[config.mk]
export PLATFORM = sky130hd
export DESIGN_NAME = fifo_ctrl
export DESIGN_NICKNAME = d
export VERILOG_FILES = /design/src/rtl/fifo_ctrl.sv
export SDC_FILE = /design/constraint.sdc
export NUM_CORES = 1
export LEC_CHECK = 0
export ABC_AREA = 1
export BUFFER_PORTS_ARGS = -buffer_cell sky130_fd_sc_hd__buf_2
export CAP_MARGIN = 30
export CORE_ASPECT_RATIO = 1.2
export CORE_MARGIN = 3
export CORE_UTILIZATION = 45
export CTS_CLUSTER_DIAMETER = 80
export DETAILED_ROUTE_END_ITERATION = 10
export PLACE_DENSITY = 0.7
export SLEW_MARGIN = 10
export SYNTH_ARGS = -nofsm -noshare
export SYNTH_HDL_FRONTEND = slang
export SYNTH_SLANG_ARGS = --single-unit
[constraint.sdc]
create_clock -name clk -period 2.8 [get_ports clk]
set_input_delay 0.7 -clock clk [delete_from_list [all_inputs] [get_ports clk]]
set_output_delay 0.7 -clock clk [all_outputs]
set_load 0.1 [all_outputs]
[src/rtl/fifo_ctrl.sv]
// FIFO control block: grants producer/consumer requests, tracks pointers and occupancy,
// and reports status plus sticky overflow/underflow errors for an external memory.
module fifo_ctrl #(
    parameter int MEMORY_DEPTH = 4,
    parameter int ADDRESS_SIZE = 2,
    parameter int AF_LEVEL     = MEMORY_DEPTH - 1,
    parameter int AE_LEVEL     = 1
) (
    input  logic                    clk,
    input  logic                    rst_n,
    input  logic                    wr_req,
    input  logic                    rd_req,
    input  logic                    clr_err,
    output logic                    cw_en,
    output logic                    cr_en,
    output logic [ADDRESS_SIZE-1:0] w_ptr,
    output logic [ADDRESS_SIZE-1:0] r_ptr,
    output logic [ADDRESS_SIZE:0]   count,
    output logic                    full,
    output logic                    empty,
    output logic                    almost_full,
    output logic                    almost_empty,
    output logic                    overflow,
    output logic                    underflow
);

    typedef enum logic [1:0] {S_EMPTY, S_PART, S_FULL} state_t;

    localparam logic [ADDRESS_SIZE-1:0] LAST_PTR  = ADDRESS_SIZE'(MEMORY_DEPTH - 1);
    localparam logic [ADDRESS_SIZE:0]   DEPTH_M1  = (ADDRESS_SIZE + 1)'(MEMORY_DEPTH - 1);
    localparam logic [ADDRESS_SIZE:0]   ONE_CNT   = (ADDRESS_SIZE + 1)'(1);
    localparam logic [ADDRESS_SIZE:0]   AF_CNT    = (ADDRESS_SIZE + 1)'(AF_LEVEL);
    localparam logic [ADDRESS_SIZE:0]   AE_CNT    = (ADDRESS_SIZE + 1)'(AE_LEVEL);

    state_t                  state;
    state_t                  state_next;
    logic [ADDRESS_SIZE:0]   count_next;
    logic [ADDRESS_SIZE-1:0] w_ptr_next;
    logic [ADDRESS_SIZE-1:0] r_ptr_next;

    assign empty = (state == S_EMPTY);
    assign full  = (state == S_FULL);

    // The write grant is also gated by rst_n so nothing is granted while reset is held.
    assign cw_en = wr_req & ~full & rst_n;
    assign cr_en = rd_req & ~empty;

    always_comb begin
        state_next = state;
        count_next = count;
        w_ptr_next = w_ptr;
        r_ptr_next = r_ptr;

        if (cw_en) begin
            w_ptr_next = (w_ptr == LAST_PTR) ? '0 : w_ptr + 1'b1;
        end
        if (cr_en) begin
            r_ptr_next = (r_ptr == LAST_PTR) ? '0 : r_ptr + 1'b1;
        end

        case ({cw_en, cr_en})
            2'b10:   count_next = count + ONE_CNT;
            2'b01:   count_next = count - ONE_CNT;
            default: count_next = count;
        endcase

        case (state)
            S_EMPTY: begin
                if (cw_en) begin
                    state_next = S_PART;
                end
            end
            S_PART: begin
                if (cw_en && !cr_en && count == DEPTH_M1) begin
                    state_next = S_FULL;
                end else if (cr_en && !cw_en && count == ONE_CNT) begin
                    state_next = S_EMPTY;
                end
            end
            S_FULL: begin
                if (cr_en) begin
                    state_next = S_PART;
                end
            end
            default: state_next = S_EMPTY;
        endcase
    end

    // Status flags are registered from the next occupancy so they line up with count.
    always_ff @(posedge clk or negedge rst_n) begin
        if (!rst_n) begin
            state        <= S_EMPTY;
            w_ptr        <= '0;
            r_ptr        <= '0;
            count        <= '0;
            almost_full  <= 1'b0;
            almost_empty <= 1'b1;
        end else begin
            state        <= state_next;
            w_ptr        <= w_ptr_next;
            r_ptr        <= r_ptr_next;
            count        <= count_next;
            almost_full  <= (count_next >= AF_CNT);
            almost_empty <= (count_next <= AE_CNT);
        end
    end

    // Sticky errors: a new violation wins over a simultaneous clear.
    always_ff @(posedge clk or negedge rst_n) begin
        if (!rst_n) begin
            overflow  <= 1'b0;
            underflow <= 1'b0;
        end else begin
            if (wr_req && full) begin
                overflow <= 1'b1;
            end else if (clr_err) begin
                overflow <= 1'b0;
            end
            if (rd_req && empty) begin
                underflow <= 1'b1;
            end else if (clr_err) begin
                underflow <= 1'b0;
            end
        end
    end

endmodule

==> flow_summary.yaml <==
sta:
  fmax_mhz: 463
  finalHoldViolCount: 0
  fin_skew_ps: 2.93
  setup_tns_ps: 0
  slew_headroom_pct: 67.8
  drv_slew: 0
  worst_pin_slew_ps: 487
  min_period_ps: 2160
  finalSetupViolations: 0
  rsz0062_at_grt: "no"
  period_share_pct: 77.1
setup_path:
  r2r_cells: 7
  ff2ff_setup_slack_ps: 1200
  startpoint: "state[0]$_DFFE_PN0P_"
  critPathCaptureType: "primary output"
  cp.arrival_ps: 1460
  slowest_stage: "buf_2"
  slowest_delay_ps: 420
  r2r-end: "almost_full$_DFF_PN0_"
  critical-path-top-delay-family: "buffers and inverters"
  startpoint_type: "flop"
  worstPathMaxFanout: 4
  path_cells: "inv_2 > nand2_2 > nand3_4 > inv_4 > buf_2"
  r2r_start: "state[1]$_DFFE_PN0P_"
  critPathBufInv: 3
  crit_type: "reg -> out"
  cp.required_ps: 2100
clock_tree:
  cts-htree-levels: 1
  cts_sinks: 13
  clk_latency_ps: 280
  root_buffer: "clkbuf_4"
  numCtsBuffers: 3
  path_clk_slew_ps: 80
  cts_tree: "built"
  clk_path_buf_depth: 2
  holdBufCountCts: 0
  post-cts-setup-buffers: 0
  cts_resized: 0
detailed_routing:
  vias: 611
  initialDrtViolationCount: 11
  drt-pass1-iter-count: 2
  wl_per_cell_microns: 11.4
  ant_nets: 0
  vias_per_cell: 4.93
  route.detailed.drc: 0
  totalWireLength_microns: 1420
outcome:
  status: "completed"
place:
  port_buffers: 19
  dp_hpwl_microns: 1130
  place_congestion: 0.787
finish:
  multi_input_area_sq_um: 360
  drive_gt1_share_pct: 36.4
  final_cell_mix: "21 x nand2_1, 19 x buf_2, 12 x dfrtp_1"
  ff_latch_area_sq_um: 327
  syn2layout_area_growth_pct: 20.2
  layout_commonest_cell: "nand2_1"
  final_nets: 121
  antenna_cells: 0
  fillers: 141
grt:
  grt_max_degree: 15
  grt_pass1_vias: 616
  track_usage_pct: 16.3
  grt_pass1_wl_microns: 2630
  antenna_found_initial: 0
  grt_overflow_total: 0
yosys:
  postSynthAreaPerCell_sq_um: 8.94
  ys_seq_area_share_pct: 44.0
  syn_area_sq_um: 742
  synth-seq-cells: 13
  synth_cells: 83
  synth.distinct_cells: 21
  ys_warn_count: 0
  synth_nets: 96
run:
  drv_cap: 0
die:
  io_pins: 20
  core-area_sq_um: 1500
  initial_utilization_pct: 49.4
  fp-row-count: 15
  die_w_microns: 43.1
  die-area_sq_um: 2170
  fp.dieH_microns: 50.5
hold_path:
  hold_path_class: "in -> async"
==> how the worst max path moves through the flow <==
stage | endpoint | cells after the start | slack, ps
2_1_floorplan | almost_full$_DFF_PN0_ | 7 | 680
6_report | cw_en | 5 | 640
3_5_place_dp | cr_en | 4 | 650
5_1_grt | cw_en | 5 | 570
4_1_cts | cw_en | 5 | 620
3_3_place_gp | cr_en | 4 | 650
==> kinds of logic after synthesis <==
family	after synthesis	share of synthesized area (%)
compound gates	12	10.3
simple gates	36	24.8
fa+ha+maj	8	13.5
buf+inv	14	7.42
flops	13	44.0
==> cell usage after synthesis <==
library cell / number / area [sq um]
o21ai_0: 2 / 10.0
nand3_1: 3 / 15.0
inv_4: 1 / 6.26
nand3_4: 1 / 17.5
inv_2: 6 / 22.5
dfstp_2: 1 / 26.3
nor2_4: 1 / 11.3
o21ai_2: 2 / 17.5
nand4_1: 1 / 6.26
nor2_8: 1 / 20.0
ha_1: 8 / 100
a21oi_2: 1 / 8.76
inv_1: 7 / 26.3
dfrtp_1: 12 / 300
nor2_1: 6 / 22.5
nand2_2: 2 / 12.5
o21ai_1: 4 / 20.0
o31ai_1: 1 / 7.51
a21oi_1: 1 / 5.00
o21a_1: 1 / 7.51
nand2_1: 21 / 78.8
==> stage by stage <==
step	instance area [sq um]	instances	utilization (%)	worst slack [ps]	hold WS, ps
global placement	866	120	57.7	654	483
CTS	892	124	59.4	622	389
floorplan	742	83	-	681	404
global route	892	124	59.4	572	394
detailed placement	866	120	57.7	651	489
finish	892	124	59.4	641	391
==> state kept, by name, summed over array words and instances, names as in the netlist <==
register	count
underflow	1
overflow	1
state	2
almost_full	1
r_ptr	2
count	3
w_ptr	2
almost_empty	1
==> worst reg2reg max path, cell delays in order, from the launching register on <==
cell	delay [ps]
dfrtp_1	440
nor2_4	220
nor2_8	60
ha_1	330
a21oi_1	210
nand2_1	70
o21ai_0	70
nand2_1	70
==> per-layer routing <==
layer / global-route usage, % / routed length [microns] / up-vias
li1: - / - / 314
met1: 19.5 / 603 / 279
met2: 25.8 / 712 / 14
met3: 4.30 / 70 / 4
met4: 10.1 / 29 / 0
met5: 0 / 0 / -
==> cell type report <==
| type | count | share of cell area, % |
|---|---|---|
| multi-input combinational | 56 | 40.4 |
| sequential | 13 | 36.6 |
| timing repair buffer | 20 | 11.5 |
| inverter | 14 | 6.17 |
| clock buffer | 4 | 2.95 |
| tap | 17 | 2.38 |
Power is not shown: default switching activity piles up to over one toggle a cycle in this logic, so the estimate is an artifact.
